<file path="src/rtl/libnet_tx_arb_512.sv">
// rtl/libnet_tx_arb_512.sv - arbitrates libnet ACK beats and app packets onto the 512-bit sysnet tx stream.
// Optional ACK coalescing/timeout is enabled by defining LIBNET_ACK_COALESCE_EN.
module libnet_tx_arb_512 #(
`ifdef LIBNET_ACK_COALESCE_EN
    parameter int ACK_COALESCE    = 8,
    parameter int ACK_TIMEOUT     = 256,
`endif
    parameter int CURRENT_SEQ_LSB = 344,
    parameter int CURRENT_SEQ_MSB = 375,
    parameter int ACK_FLAG        = 376,
    parameter int SYN_FLAG        = 377
) (
    input  logic         clk,
    input  logic         reset,
    input  logic [31:0]  seq_expected,
    input  logic         seq_valid,
    input  logic [511:0] app_tdata,
    input  logic [63:0]  app_tkeep,
    input  logic [63:0]  app_tuser,
    input  logic         app_tlast,
    input  logic         app_tvalid,
    output logic         app_tready,
    output logic [511:0] tx_tdata,
    output logic [63:0]  tx_tkeep,
    output logic [63:0]  tx_tuser,
    output logic         tx_tlast,
    output logic         tx_tvalid,
    input  logic         tx_tready,
    output logic [31:0]  ack_sent_cnt,
    output logic [31:0]  app_pkt_cnt
);

    typedef enum logic [1:0] {IDLE = 2'd0, SEND_ACK = 2'd1, STREAM_APP = 2'd2} state_t;
    typedef enum logic {GRANT_APP = 1'b0, GRANT_ACK = 1'b1} grant_t;

    state_t       state_q, state_d;
    grant_t       last_grant_q, last_grant_d;
    logic [31:0]  last_seq_q, last_seq_d;
    logic         ack_pending_q, ack_pending_d;
    logic [511:0] tx_tdata_q, tx_tdata_d;
    logic [63:0]  tx_tkeep_q, tx_tkeep_d;
    logic [63:0]  tx_tuser_q, tx_tuser_d;
    logic         tx_tlast_q, tx_tlast_d;
    logic         tx_tvalid_q, tx_tvalid_d;
    logic         tx_is_ack_q, tx_is_ack_d;
    logic [31:0]  ack_sent_cnt_q, ack_sent_cnt_d;
    logic [31:0]  app_pkt_cnt_q, app_pkt_cnt_d;

    logic         can_load;
    logic         seq_update;
    logic         ack_load;
    logic         tx_fire;
    logic [511:0] ack_beat;

    always_comb begin
        seq_update = seq_valid && (seq_expected != last_seq_q);
        last_seq_d = seq_update ? seq_expected : last_seq_q;
        ack_beat = '0;
        ack_beat[CURRENT_SEQ_MSB:CURRENT_SEQ_LSB] = last_seq_q;
        ack_beat[ACK_FLAG] = 1'b1;
        ack_beat[SYN_FLAG] = 1'b0;
    end

`ifdef LIBNET_ACK_COALESCE_EN
    localparam int UW = $clog2(ACK_COALESCE + 1);
    localparam int AW = $clog2(ACK_TIMEOUT);
    localparam logic [UW-1:0] UPD_MAX = UW'(ACK_COALESCE);
    localparam logic [AW-1:0] AGE_MAX = AW'(ACK_TIMEOUT - 1);

    logic [UW-1:0] upd_cnt_q, upd_cnt_d;
    logic [AW-1:0] age_cnt_q, age_cnt_d;
    logic          ack_due;

    // Thresholds are judged on the registered counts; a load in the same cycle
    // consumes them, so it must not re-arm the pending flag.
    always_comb begin
        upd_cnt_d = upd_cnt_q;
        age_cnt_d = age_cnt_q;
        if (ack_load) begin
            upd_cnt_d = seq_update ? UW'(1) : '0;
            age_cnt_d = '0;
        end else begin
            if (seq_update && upd_cnt_q != UPD_MAX) upd_cnt_d = upd_cnt_q + 1'b1;
            if (upd_cnt_q != '0 && age_cnt_q != AGE_MAX) age_cnt_d = age_cnt_q + 1'b1;
        end
        ack_due       = !ack_load && (upd_cnt_q == UPD_MAX || age_cnt_q == AGE_MAX);
        ack_pending_d = (ack_pending_q && !ack_load) || ack_due;
    end

    always_ff @(posedge clk) begin
        if (reset) begin
            upd_cnt_q <= '0;
            age_cnt_q <= '0;
        end else begin
            upd_cnt_q <= upd_cnt_d;
            age_cnt_q <= age_cnt_d;
        end
    end
`else
    always_comb begin
        ack_pending_d = (ack_pending_q && !ack_load) || seq_update;
    end
`endif

    always_comb begin
        state_d      = state_q;
        last_grant_d = last_grant_q;
        tx_tdata_d   = tx_tdata_q;
        tx_tkeep_d   = tx_tkeep_q;
        tx_tuser_d   = tx_tuser_q;
        tx_tlast_d   = tx_tlast_q;
        tx_tvalid_d  = tx_tvalid_q;
        tx_is_ack_d  = tx_is_ack_q;
        ack_load     = 1'b0;
        app_tready   = 1'b0;
        can_load     = !tx_tvalid_q || tx_tready;
        tx_fire      = tx_tvalid_q && tx_tready;

        if (can_load) tx_tvalid_d = 1'b0;

        case (state_q)
            IDLE: begin
                if (can_load) begin
                    if (ack_pending_q && (!app_tvalid || last_grant_q == GRANT_APP)) begin
                        state_d      = SEND_ACK;
                        last_grant_d = GRANT_ACK;
                    end else if (app_tvalid) begin
                        state_d      = STREAM_APP;
                        last_grant_d = GRANT_APP;
                    end
                end
            end
            SEND_ACK: begin
                if (can_load) begin
                    ack_load    = 1'b1;
                    tx_tvalid_d = 1'b1;
                    tx_tdata_d  = ack_beat;
                    tx_tkeep_d  = '1;
                    tx_tuser_d  = '0;
                    tx_tlast_d  = 1'b1;
                    tx_is_ack_d = 1'b1;
                    state_d     = IDLE;
                end
            end
            STREAM_APP: begin
                app_tready = can_load;
                if (can_load && app_tvalid) begin
                    tx_tvalid_d = 1'b1;
                    tx_tdata_d  = app_tdata;
                    tx_tkeep_d  = app_tkeep;
                    tx_tuser_d  = app_tuser;
                    tx_tlast_d  = app_tlast;
                    tx_is_ack_d = 1'b0;
                    if (app_tlast) state_d = IDLE;
                end
            end
            default: state_d = IDLE;
        endcase

        ack_sent_cnt_d = ack_sent_cnt_q + {31'b0, tx_fire && tx_is_ack_q};
        app_pkt_cnt_d  = app_pkt_cnt_q + {31'b0, tx_fire && !tx_is_ack_q && tx_tlast_q};
    end

    always_ff @(posedge clk) begin
        if (reset) begin
            state_q        <= IDLE;
            last_grant_q   <= GRANT_APP;
            last_seq_q     <= '0;
            ack_pending_q  <= 1'b0;
            tx_tdata_q     <= '0;
            tx_tkeep_q     <= '0;
            tx_tuser_q     <= '0;
            tx_tlast_q     <= 1'b0;
            tx_tvalid_q    <= 1'b0;
            tx_is_ack_q    <= 1'b0;
            ack_sent_cnt_q <= '0;
            app_pkt_cnt_q  <= '0;
        end else begin
            state_q        <= state_d;
            last_grant_q   <= last_grant_d;
            last_seq_q     <= last_seq_d;
            ack_pending_q  <= ack_pending_d;
            tx_tdata_q     <= tx_tdata_d;
            tx_tkeep_q     <= tx_tkeep_d;
            tx_tuser_q     <= tx_tuser_d;
            tx_tlast_q     <= tx_tlast_d;
            tx_tvalid_q    <= tx_tvalid_d;
            tx_is_ack_q    <= tx_is_ack_d;
            ack_sent_cnt_q <= ack_sent_cnt_d;
            app_pkt_cnt_q  <= app_pkt_cnt_d;
        end
    end

    assign tx_tdata     = tx_tdata_q;
    assign tx_tkeep     = tx_tkeep_q;
    assign tx_tuser     = tx_tuser_q;
    assign tx_tlast     = tx_tlast_q;
    assign tx_tvalid    = tx_tvalid_q;
    assign ack_sent_cnt = ack_sent_cnt_q;
    assign app_pkt_cnt  = app_pkt_cnt_q;

endmodule

</file>
<file path="config.mk">
export PLATFORM = sky130hd
export DESIGN_NAME = libnet_tx_arb_512
export DESIGN_NICKNAME = d
export VERILOG_FILES = /design/src/rtl/libnet_tx_arb_512.sv
export SDC_FILE = /design/constraint.sdc
export NUM_CORES = 2
export LEC_CHECK = 0
export ABC_AREA = 1
export BUFFER_PORTS_ARGS = -buffer_cell sky130_fd_sc_hd__buf_2
export CORE_AREA = 5 5 542 544
export DETAILED_ROUTE_END_ITERATION = 12
export DIE_AREA = 0 0 547 549
export SLEW_MARGIN = 20
export SYNTH_ARGS = -nofsm -noshare
export SYNTH_HDL_FRONTEND = slang
export SYNTH_SLANG_ARGS = --single-unit
export TNS_END_PERCENT = 20
</file>
<file path="constraint.sdc">
create_clock -name clk -period 5 [get_ports clk]
set_input_delay 0.25 -clock clk [delete_from_list [all_inputs] [get_ports clk]]
set_output_delay 0.25 -clock clk [all_outputs]
set_load 0.05 [all_outputs]
</file>
Word-level counts from Yosys, hierarchy flattened
Cells that the tools add are included.
W data, S select, Z words.
- bits in registers: 743
- input port bits: 678
- logic and storage cells: 74
- output and inout bits: 707
- reduce and logical (&&, ||, !) cells: 21
- equality and inequality tests: 8
- mux-type cells: 30
- add/sub/neg operators: 2
- bitwise logic cells: 1
- operator list (cell ; count):
    $mux W512 ; 2
    $pmux W512 S2 ; 1
    $mux W64 ; 4
    $pmux W64 S2 ; 2
    $add A32 B1 Y32 ; 2
    $ne A32 B32 Y1 ; 1
    $mux W2 ; 6
    $mux W1 ; 11
    $logic_and A1 B1 Y1 ; 8
    $ne A2 B2 Y1 const B ; 4
    $pmux W1 S2 ; 3
    $pmux W2 S3 ; 1
    $reduce_and A3 Y1 ; 2
    $reduce_and A5 Y1 ; 1
    $logic_not A1 Y1 ; 4
    $reduce_bool A2 Y1 ; 2
    $logic_or A1 B1 Y1 ; 3
    $ne A3 B3 Y1 const B ; 1
    $eq A2 B1 Y1 const B ; 1
    $eq A2 B2 Y1 const B ; 1
    $logic_not A2 Y1 ; 1
    $not A1 Y1 ; 1

Longest topological paths before layout
- depth after elaboration: 7
- gate-level depth with buffers: 13
- depth with buffers taken out: 13

Worst setup path after synthesis
No wires, ideal clock.
- kind: register to register
- start point: reg tx_tvalid_q (netlist: tx_tvalid)
- end point: reg app_pkt_cnt_q[24] (netlist: app_pkt_cnt[24])
- buffers on the path: 0
- clock period less this slack: 2.381 ns
- setup slack: 2.619 ns
- arrival time: 2.269 ns
- cell stages (with the launch flop): 13
- required time: 4.887 ns
- setup time: 0.113 ns
- path through: dfxtp_1 nand2_1 nor3_1 ha_1 ha_1 nand2_1 nor2_1 nand3_1 nor2_2 nand3b_1 or2_1 nor2_1 nor2_1
- cells in the longest elaborated chain, start to end: 4
- ends and longest elaborated chain (what ; line ; source):
    start: declaration ; 44 ; logic tx_tvalid_q, tx_tvalid_d;
    start signal: assignment ; 187 ; tx_tvalid_q <= tx_tvalid_d;
    $logic_and A1 B1 Y1 ; 117 ; tx_fire = tx_tvalid_q && tx_tready;
    $logic_and A1 B1 Y1 (2 in a row) ; 161 ; app_pkt_cnt_d = app_pkt_cnt_q + {31'b0, tx_fire && !tx_is_ack_q && tx_tlast_q};
    $add A32 B1 Y32 ; 161 ;
    end signal: assignment ; 190 ; app_pkt_cnt_q <= app_pkt_cnt_d;
    end: declaration ; 47 ; logic [31:0] app_pkt_cnt_q, app_pkt_cnt_d;
Every way passes these cells.
A chain may end at the register's enable or synchronous reset.

Final worst setup path
- start point: reg state_q[0]
- end point: reg tx_tdata_q[330] (netlist: tx_tdata[330])
- cells in the longest elaborated chain, start to end: 3
- elaborated cells on any way between the ends: 7
- those cells by class: eq/ne: 4; mux: 1; reduce/logical: 2
- ends and longest elaborated chain (what ; line ; source):
    start: declaration ; 36 ; state_t state_q, state_d;
    start signal: assignment ; 179 ; state_q <= state_d;
    $eq A2 B2 Y1 or $eq A2 B1 Y1 (tied branches) ; 121 ; case (state_q)
    $ne A2 B2 Y1 (no line) or $reduce_bool A2 Y1 (tied branches) ; n/a ;
    $reduce_and A3 Y1 (no line) ; n/a ;
    end signal: assignment ; 183 ; tx_tdata_q <= tx_tdata_d;
    end: declaration ; 40 ; logic [511:0] tx_tdata_q, tx_tdata_d;
Parallel ways exist; a longest one is shown, timed or not.

==> PnR_summary.wiki <==
{| class="wikitable"
! Metric !! Value
|-
| Final setup violating endpoints || 0
|-
| Via density per instance || 3.486
|-
| Cell accounting for the most synthesized area || dfxtp_1
|-
| Most common flop cell mapped by yosys || dfxtp_1
|-
| Placement-stage cell area || 38,390 µm²
|-
| Post-Syn Nets || 4,263
|-
| Buffers on Ports || 1,384
|-
| Crit Path Category || flip-flop to flip-flop
|-
| Max-cap viol count || 0
|-
| Net total in the final layout || 6,249
|-
| Slowest library cell on the worst path || dlygate4sd3_1
|-
| First-iteration detailed-routing DRC count || 2,556
|-
| Number of rows in the core area || 198
|-
| Via count of the first global-routing pass || 31,711
|-
| Peak supply drop || 0.6118 mV
|-
| Number of buffers created by CTS || 100
|-
| Post-synthesis sequential area ratio || 54.37%
|-
| DR WL/cell || 25.22 µm
|-
| Synthesized area divided by synthesized cell count || 7.646 µm²
|-
| # DRC || 0
|-
| Worst path required time || 5.72 ns
|-
| Clock slew at reported path FFs || 0.06 ns
|-
| Final weighted congestion of routability-driven global placement || 0.9138
|-
| X dimension of the die || 547 µm
|-
| Setup tns final || 0 ns
|-
| Share of async-settable or async-resettable flops after synthesis || 0%
|-
| Outcome || finished clean
|-
| Cells after synthesis || 3,578
|-
| Fmax || 259.4 MHz
|-
| Die outline height || 549 µm
|-
| Static power due to leakage || 20.31 nW
|-
| Maximum level of the CTS H-tree || 3
|-
| Post-layout minimum cycle time || 3.855 ns
|-
| CTS tree || yes
|-
| Number of warnings reported in the yosys synthesis log || 0
|-
| Area Overhead vs Synth || 79.00%
|-
| Remaining number of nets flagged by the antenna check after routing || 0
|-
| Nature of the critical path startpoint || flip-flop
|-
| EDFF count, synth || 0
|-
| Type of the most critical hold path || primary input to flip-flop
|-
| CTS sink cnt || 743
|-
| Final clock skew || 0.03220 ns
|-
| Area share of the largest cell type after synthesis || 54.37%
|-
| Cell area after technology mapping || 27,360 µm²
|-
| Std-Cell Core Area || 289,100 µm²
|-
| Ranking of synthesized cells by area || dfxtp_1 (54%), nand2_1 (18%), a21oi_1 (11%)
|-
| Measured slew at the worst slew-check pin || 1.077 ns
|-
| Post-route non-filler standard cell count || 9,509
|-
| Final-report max-slew violation count || 0
|-
| Final period util || 77.10%
|-
| # placed instances || 8,563
|-
| Pin count of the biggest net entering global routing || 188
|-
| Max incr delay on CP || 0.55 ns
|-
| Clock latency of the later-clocked register in the worst-skew pair || 0.80 ns
|-
| Overflow after GRT || 0
|-
| Vias post-DR || 33,151
|-
| Total routing usage reported by global routing || 15.08%
|-
| Synthesis-stage register bit count || 743
|-
| Overall die area || 300,300 µm²
|-
| Final HPWL DP || 199,100 µm
|-
| Unique cell type count in the Yosys netlist || 36
|-
| Crit path arrival time || 4.57 ns
|-
| Wire length of the first global-routing pass || 303,500 µm
|-
| Post-CTS setup buffer count || 0
|-
| Max-slew headroom || 27.90%
|-
| Power density over the cells || 540.3 nW/µm²
|-
| Effective utilization at floorplan || 9.463%
|-
| Cells along the critical path || inv_1 > ha_1 > inv_2 > o21ai_2 > nor2_4 > nand2_4 > inv_8 > buf_12 > nand2_1 > a21oi_1 > dlygate4sd3_1
|-
| Highest fanout seen on the critical path || 80
|-
| Final-report hold violation count || 0
|-
| Boundary pin count || 1,385
|-
| Share of cells above drive strength 1 || 28.71%
|-
| Unrepaired setup endpoints after global routing || false
|-
| Maximum clock path buffer count || 4
|-
| Detailed-route wire length || 239,800 µm
|-
| Count of TritonRoute iterations in the first routing pass || 6
|-
| Worst setup EP type || flip-flop
|-
| Fin area || 48,970 µm²
|-
| Cell at the root of the clock tree || clkbuf_16
|-
| Final-layout worst hold slack || 0.1254 ns
|-
| Antenna violations before repair || 160
|}
registers in the layout (all words and copies together), names as in the netlist, 2 cells and up:
register and count:
tx_tuser 64, tx_tdata 512, tx_tkeep 64, app_pkt_cnt 32
last_seq_q 32, ack_sent_cnt 32, state_q 2
routing by layer:
| layer | global-route usage (%) | share of wire (%) | routed length [µm] |
|---|---|---|---|
| met1 | 15.83 | 37 | 87810 |
| met2 | 23.17 | 43 | 102000 |
| met3 | 11.13 | 16 | 39320 |
| met4 | 5.562 | 4.3 | 10250 |
| met5 | 0 | 0.17 | 402 |
where the power goes:
group / internal, mW / switching, mW / total [mW]
clock: 4.54 / 3.13 / 7.66
combinational: 2.46 / 8.79 / 11.2
sequential: 6.96 / 0.591 / 7.55
cells by family after synthesis:
group | synth area share, %
AOI/OAI and AO/OA | 14.99
xor gates and xnor gates | 0.9924
adders and majority gates | 0.3201
buffers and inverters | 5.918
DFF | 54.37
and+or+nand+nor | 23.41
through the flow:
stage	util, %	worst slack [ns]	power (mW)
finish	16.94	1.145	26.46
global route	16.91	0.8872	27.92
CTS	16.88	1.087	27.01
detailed placement	13.28	1.364	18.57
global placement	13.28	1.415	18.53
floorplan	-	2.619	14.54
what timing repair did:
| action | CTS | global route |
|---|---|---|
| resized for setup | 0 | 0 |
| endpoints found under the hold margin | 679 | 0 |
| hold buffers | 699 | 0 |
| endpoints found under the setup margin | 0 | 0 |
Yosys cell counts (15+ instances only):
cell         n
nor3_1      36
buf_2      115
buf_4       23
a31oi_1     35
nor2_1     179
inv_1      116
o22ai_1     65
nand2_1   1332
a21oi_1    617
nand3_1     56
o21ai_0     59
nand4_1     15
dfxtp_1    743
xnor2_1     25
clkbuf_1   100
path summary, 6_finish.rpt:
kind / startpoint / cells after the start / slack [ns] / to
setup reg to reg: state_q[0] / 11 / 1.14 / tx_tdata[330]
setup / recovery: state_q[0] / 11 / 1.14 / tx_tdata[330]
hold reg to reg: tx_tdata[241] / 2 / 0.46 / tx_tdata[241]
hold / removal: reset / 3 / 0.13 / tx_tdata[334]
worst max-delay path, delay by kind of cell, from the launching register on:
| family | cells | cell delay (ns) |
|---|---|---|
| DFF | 1 | 0.34 |
| and+or+nand+nor | 3 | 0.55 |
| adders and majority gates | 1 | 0.23 |
| buffers and inverters | 5 | 2.03 |
| AOI/OAI and AO/OA | 2 | 0.29 |
cell usage in the layout (no fill, tap or decap), types with 6 or more instances in the layout:
master	netlist	routed
a21oi_1	617	617
a31oi_1	35	35
buf_12	0	11
buf_2	115	1383
buf_4	23	35
bufinv_16	0	12
clkbuf_1	100	16
clkbuf_16	0	100
clkbuf_8	0	15
clkinv_2	0	16
clkinv_4	0	6
clkinvlp_4	0	7
dfxtp_1	743	743
diode_2	0	66
dlygate4sd3_1	0	699
ha_1	7	7
inv_1	116	116
inv_6	0	8
nand2_1	1332	1330
nand3_1	56	56
nand4_1	15	15
nor2_1	179	179
nor3_1	36	36
o21ai_0	59	59
o22ai_1	65	65
or2_2	10	10
xnor2_1	25	25
xor2_1	6	6
final cells by class:
| type | instances | area (µm²) |
|---|---|---|
| fillers | 32838 | 240100 |
| flip-flops and latches | 743 | 14870 |
| repair buffers | 2129 | 14420 |
| multi-input cells | 2469 | 10880 |
| well taps | 3800 | 4755 |
| clock buffers | 131 | 2769 |
| clock inverters | 50 | 646.9 |
| inverters | 121 | 465.4 |
| diodes | 66 | 165.2 |
No activity file was read; power rests on OpenSTA's default activity.
